===== src/rtl/player_ctl_1.sv =====
// player_ctl_1: per-frame movement, jump and walk-animation
// controller for player 1, feeding draw_player_1.
package state_pkg;
  typedef enum logic [2:0] {
    IDLE, RIGHT1, RIGHT2, LEFT1, LEFT2
  } State;
endpackage

module player_ctl_1 #(
  parameter logic [11:0] X_START     = 12'd100,
  parameter logic [11:0] X_MIN       = 12'd0,
  parameter logic [11:0] X_MAX       = 12'd984,
  parameter logic [11:0] Y_GROUND    = 12'd100,
  parameter logic [11:0] JUMP_H      = 12'd80,
  parameter int          STEP_X      = 4,
  parameter int          STEP_Y      = 4,
  parameter int          ANIM_FRAMES = 8
) (
  input  logic            clk,
  input  logic            rst,
  input  logic            frame_tick,
  input  logic            key_left,
  input  logic            key_right,
  input  logic            key_jump,
  output logic [11:0]     xpos_player1,
  output logic [11:0]     ypos_player1,
  output state_pkg::State state
);
  import state_pkg::*;

  typedef enum logic [1:0] {
    D_NONE, D_RIGHT, D_LEFT
  } dir_t;

  typedef enum logic [1:0] {
    J_GROUND, J_RISE, J_FALL
  } jump_t;

  localparam logic [12:0] SX = 13'(STEP_X);
  localparam logic [12:0] SY = 13'(STEP_Y);
  localparam logic [11:0] Y_TOP = Y_GROUND - JUMP_H;
  localparam int CW =
    (ANIM_FRAMES > 1) ? $clog2(ANIM_FRAMES) : 1;
  localparam logic [CW-1:0] CNT_LAST =
    CW'(ANIM_FRAMES - 1);

  jump_t         jst, jst_n;
  dir_t          dir, pdir, pdir_n;
  logic [CW-1:0] cnt, cnt_n;
  logic          phase, phase_n;
  logic [11:0]   x_n, y_n;
  State          st_n;

  // Key decode; both keys together cancel out.
  always_comb begin
    dir = D_NONE;
    if (key_right && !key_left)
      dir = D_RIGHT;
    else if (key_left && !key_right)
      dir = D_LEFT;
  end

  // Next position, jump phase and sprite state on a frame tick.
  always_comb begin
    x_n     = xpos_player1;
    y_n     = ypos_player1;
    jst_n   = jst;
    pdir_n  = pdir;
    cnt_n   = cnt;
    phase_n = phase;
    st_n    = state;
    if (frame_tick) begin
      pdir_n = dir;
      unique case (dir)
        D_RIGHT: begin
          if ({1'b0, xpos_player1} + SX
              >= {1'b0, X_MAX})
            x_n = X_MAX;
          else
            x_n = xpos_player1 + SX[11:0];
        end
        D_LEFT: begin
          if ({1'b0, xpos_player1}
              < {1'b0, X_MIN} + SX)
            x_n = X_MIN;
          else
            x_n = xpos_player1 - SX[11:0];
        end
        default: x_n = xpos_player1;
      endcase
      unique case (jst)
        J_GROUND: begin
          if (key_jump)
            jst_n = J_RISE;
        end
        J_RISE: begin
          if ({1'b0, ypos_player1}
              <= {1'b0, Y_TOP} + SY) begin
            y_n   = Y_TOP;
            jst_n = J_FALL;
          end else begin
            y_n = ypos_player1 - SY[11:0];
          end
        end
        J_FALL: begin
          if ({1'b0, ypos_player1} + SY
              >= {1'b0, Y_GROUND}) begin
            y_n   = Y_GROUND;
            jst_n = J_GROUND;
          end else begin
            y_n = ypos_player1 + SY[11:0];
          end
        end
        default: jst_n = J_GROUND;
      endcase
      if (dir != pdir) begin
        cnt_n   = '0;
        phase_n = 1'b0;
      end else if (dir != D_NONE
                   && jst == J_GROUND) begin
        if (cnt == CNT_LAST) begin
          cnt_n   = '0;
          phase_n = ~phase;
        end else begin
          cnt_n = cnt + 1'b1;
        end
      end
      unique case (dir)
        D_RIGHT: st_n = phase_n ? RIGHT2 : RIGHT1;
        D_LEFT:  st_n = phase_n ? LEFT2 : LEFT1;
        default: st_n = IDLE;
      endcase
    end
  end

  // State register with synchronous reset.
  always_ff @(posedge clk) begin
    if (rst) begin
      xpos_player1 <= X_START;
      ypos_player1 <= Y_GROUND;
      state        <= IDLE;
      jst          <= J_GROUND;
      pdir         <= D_NONE;
      cnt          <= '0;
      phase        <= 1'b0;
    end else begin
      xpos_player1 <= x_n;
      ypos_player1 <= y_n;
      state        <= st_n;
      jst          <= jst_n;
      pdir         <= pdir_n;
      cnt          <= cnt_n;
      phase        <= phase_n;
    end
  end
endmodule


===== config.mk =====
export PLATFORM = sky130hd
export DESIGN_NAME = player_ctl_1
export DESIGN_NICKNAME = d
export VERILOG_FILES = /design/src/rtl/player_ctl_1.sv
export SDC_FILE = /design/constraint.sdc
export NUM_CORES = 1
export LEC_CHECK = 0
export BUFFER_PORTS_ARGS = -buffer_cell sky130_fd_sc_hd__buf_4
export CAP_MARGIN = 10
export CORE_ASPECT_RATIO = 1.4
export CORE_MARGIN = 8
export CORE_UTILIZATION = 33
export CTS_CLUSTER_DIAMETER = 120
export DETAILED_ROUTE_END_ITERATION = 8
export PLACE_DENSITY = 0.59
export RECOVER_POWER = 25
export SLEW_MARGIN = 20
export SYNTH_ARGS = -nofsm -noshare
export SYNTH_HDL_FRONTEND = slang
export SYNTH_SLANG_ARGS = --single-unit

===== constraint.sdc =====
create_clock -name clk -period 3.12 [get_ports clk]
set_input_delay 0.156 -clock clk [delete_from_list [all_inputs] [get_ports clk]]
set_output_delay 0.156 -clock clk [all_outputs]
set_load 0.005 [all_outputs]

==> impl_metrics.env <==
export IMPL_power_density_nw_per_um2=347.5
export IMPL_hold_viol=0
export IMPL_synth_async_reset_ratio_pct=0
export IMPL_cts_tree="built"
export IMPL_synth_area_leader_cell="dfxtp_1"
export IMPL_max_cap_violations=0
export IMPL_p_switching_mw=0.2993
export IMPL_area_growth_pct=12.58
export IMPL_hp_class="input pin to flop"
export IMPL_power_leakage_nw=1.019
export IMPL_numPortBuffers=28
export IMPL_place_hpwl_um=4658
export IMPL_synth_area_leaders="dfxtp_1 (25%), ha_1 (7.2%), nor2_1 (4.9%)"
export IMPL_outcome="finished, final reports clean"
export IMPL_setup_tns_ps=0
export IMPL_ioPinCount=33
export IMPL_worstPathRequired_ps=3280
export IMPL_yosysWarnings=0
export IMPL_dp_cells=417
export IMPL_drt_initial_drc_count=110
export IMPL_cp_arrival_ps=2600
export IMPL_drt_pre_antenna_iters=4
export IMPL_fin_util_pct=37.75
export IMPL_wire_per_inst_um=14.86
export IMPL_dpl_cell_area_um2=2666
export IMPL_period_minus_slack_ps=2445
export IMPL_grt_use_total_pct=12.46
export IMPL_syn_avg_cell_area_um2=7.787
export IMPL_clockBufferDepth=2
export IMPL_n_antenna_cell=0
export IMPL_cts_resized=0
export IMPL_preCtsSetupSlack_ps=691.5
export IMPL_seqPwrFrac_pct=46.6
export IMPL_cts_num_sinks=31
export IMPL_clkTransAtPathRegs_ps=70
export IMPL_fin_crit_sh_pct=78.37
export IMPL_route_detailed_drc=0
export IMPL_cts_root_buf="clkbuf_8"
export IMPL_grt_pass1_vias=2275
export IMPL_power_total_mw=0.9534
export IMPL_grt_overflow_total=0
export IMPL_start_kind="flop"
export IMPL_vias=2301
export IMPL_synth_ff_latch_count=31
export IMPL_synth_most_common_cell="nor2_1"
export IMPL_die_w_um=88.64
export IMPL_clock_latency_ps=280
export IMPL_switching_share_pct=31.39
export IMPL_grt_max_degree=29
export IMPL_p_int_mw=0.6541
export IMPL_vdd_drop_max_mv=0.1589
export IMPL_via_per_inst=5.414
export IMPL_cp_max_fo=11
export IMPL_drive_above_1_share_pct=15.55
export IMPL_worstSetupEndpointType="flop"
export IMPL_rows=37
export IMPL_synth_top_area_share_pct=25.46
export IMPL_final_area_um2=2744
export IMPL_synth_edf_count=0
export IMPL_stdcell_count=425
export IMPL_start_util_pct=33.53
export IMPL_rsz0062_at_grt="false"
export IMPL_critPathKind="flop to flop"
export IMPL_synth_flop_cell="dfxtp_1"
export IMPL_synth_yosys_seq_area_share_pct=25.46
export IMPL_fmax_ghz=0.4090
export IMPL_die_h_um=117.7
export IMPL_fin_nets=347
export IMPL_yosys_top_cells_count="nor2_1 (32), dfxtp_1 (31), nand2_1 (25)"
export IMPL_max_slew_margin_pct=47.41
export IMPL_setup_viol=0
export IMPL_gp_congestion=0.8900
export IMPL_syn_cell_area_um2=2437
export IMPL_antenna_left=0
export IMPL_yosysUniqueCellTypes=63
export IMPL_ctsHoldBuffers=0
export IMPL_finalMaxSlewViolations=0
export IMPL_comb_power_share_pct=21.6
export IMPL_cts_max_level=2
export IMPL_antenna_found_initial=0
export IMPL_syn_inst=313
export IMPL_skew_ps=5.817
export IMPL_post_cts_buffers=0
export IMPL_die_area_um2=10430
export IMPL_worst_slack_ps=675.0
export IMPL_clkPwrFrac_pct=31.8
export IMPL_grt_pass1_wl_um=10600
export IMPL_wl_um=6317
export IMPL_numCtsBuffers=5
export IMPL_whs_ps=208.7
export IMPL_worst_pin_slew_ps=788.9
export IMPL_core_um2=7268
==> kinds of logic after synthesis <==
family | count (synthesis) | share of synthesized area [%]
and+or+nand+nor | 115 | 24.85
muxes | 9 | 3.696
other | 1 | 0.1539
AOI/OAI and AO/OA | 85 | 25.57
xor gates and xnor gates | 14 | 5.031
adders and majority gates | 14 | 7.187
buffers and inverters | 44 | 8.060
DFF | 31 | 25.46
==> sequential cells by signal, summed over array words and instances, names as in the netlist <==
name,flops
xpos_player1,10
phase,1
state,3
jst,2
ypos_player1,10
cnt,3
pdir,2
==> area by class of cell <==
cell class | count | area, um2
fill | 784 | 4524
multi-input combinational | 241 | 1632
sequential | 31 | 620.6
timing repair buffer | 30 | 221.5
tap | 97 | 121.4
clock buffer | 7 | 76.32
inverter | 18 | 67.56
clock inverter | 1 | 5.005
==> worst max-delay path: stages, from the launching register on <==
cell and delay [ps]:
dfxtp_1 420, inv_1 160, ha_1 190, or3b_4 410, or3_4 380, o21ai_4 280, nor4_1 100, a2111oi_2 280
o21ai_1 100
==> cells in the final DEF, fill, tap and decap left out, types with 3 or more instances in the layout <==
cell type and instances:
clkbuf_4 11, a211oi_1 6, a21oi_1 15, o22ai_1 3, and3_1 5, o21ai_0 13, a31oi_1 4, xor2_1 7
nor3b_1 5, nor3_1 7, clkbuf_8 5, buf_4 18, clkbuf_1 3, nor2_1 32, a311oi_1 3, nand2_1 25
a21o_1 3, a22oi_1 4, ha_1 14, o211ai_1 3, nor2b_1 5, o21ai_1 8, nand2b_1 4, dfxtp_1 31
nand3_1 6, nor4_1 6, or3_1 3, conb_1 4, xnor2_1 7, inv_1 18, mux2i_1 9, nand4_1 4
==> worst paths after layout <==
path,start,end,slack [ps],cells after the start
worst max-delay path,xpos_player1[3],xpos_player1[6],670,8
worst min-delay path,frame_tick,state[1],210,2
worst max register to register,xpos_player1[3],xpos_player1[6],670,8
worst min register to register,state[0],state[0],470,2
==> power by group through the flow <==
stage	Sequential [mW]	Combinational [mW]	Clock [mW]
global placement	0.453	0.206	0
CTS	0.444	0.207	0.318
finish	0.444	0.206	0.303
global route	0.448	0.229	0.338
floorplan	0.433	0.170	0
detailed placement	0.453	0.206	0
==> per-layer routing <==
metal	vias to the layer above	share of wire, %	GRT usage, %
met4	0	3.0	6.589
li1	1137	-	-
met3	19	4.6	2.306
met1	1068	41	13.28
met5	-	0	0
met2	77	52	21.96
(Power assumes the default switching activity.)
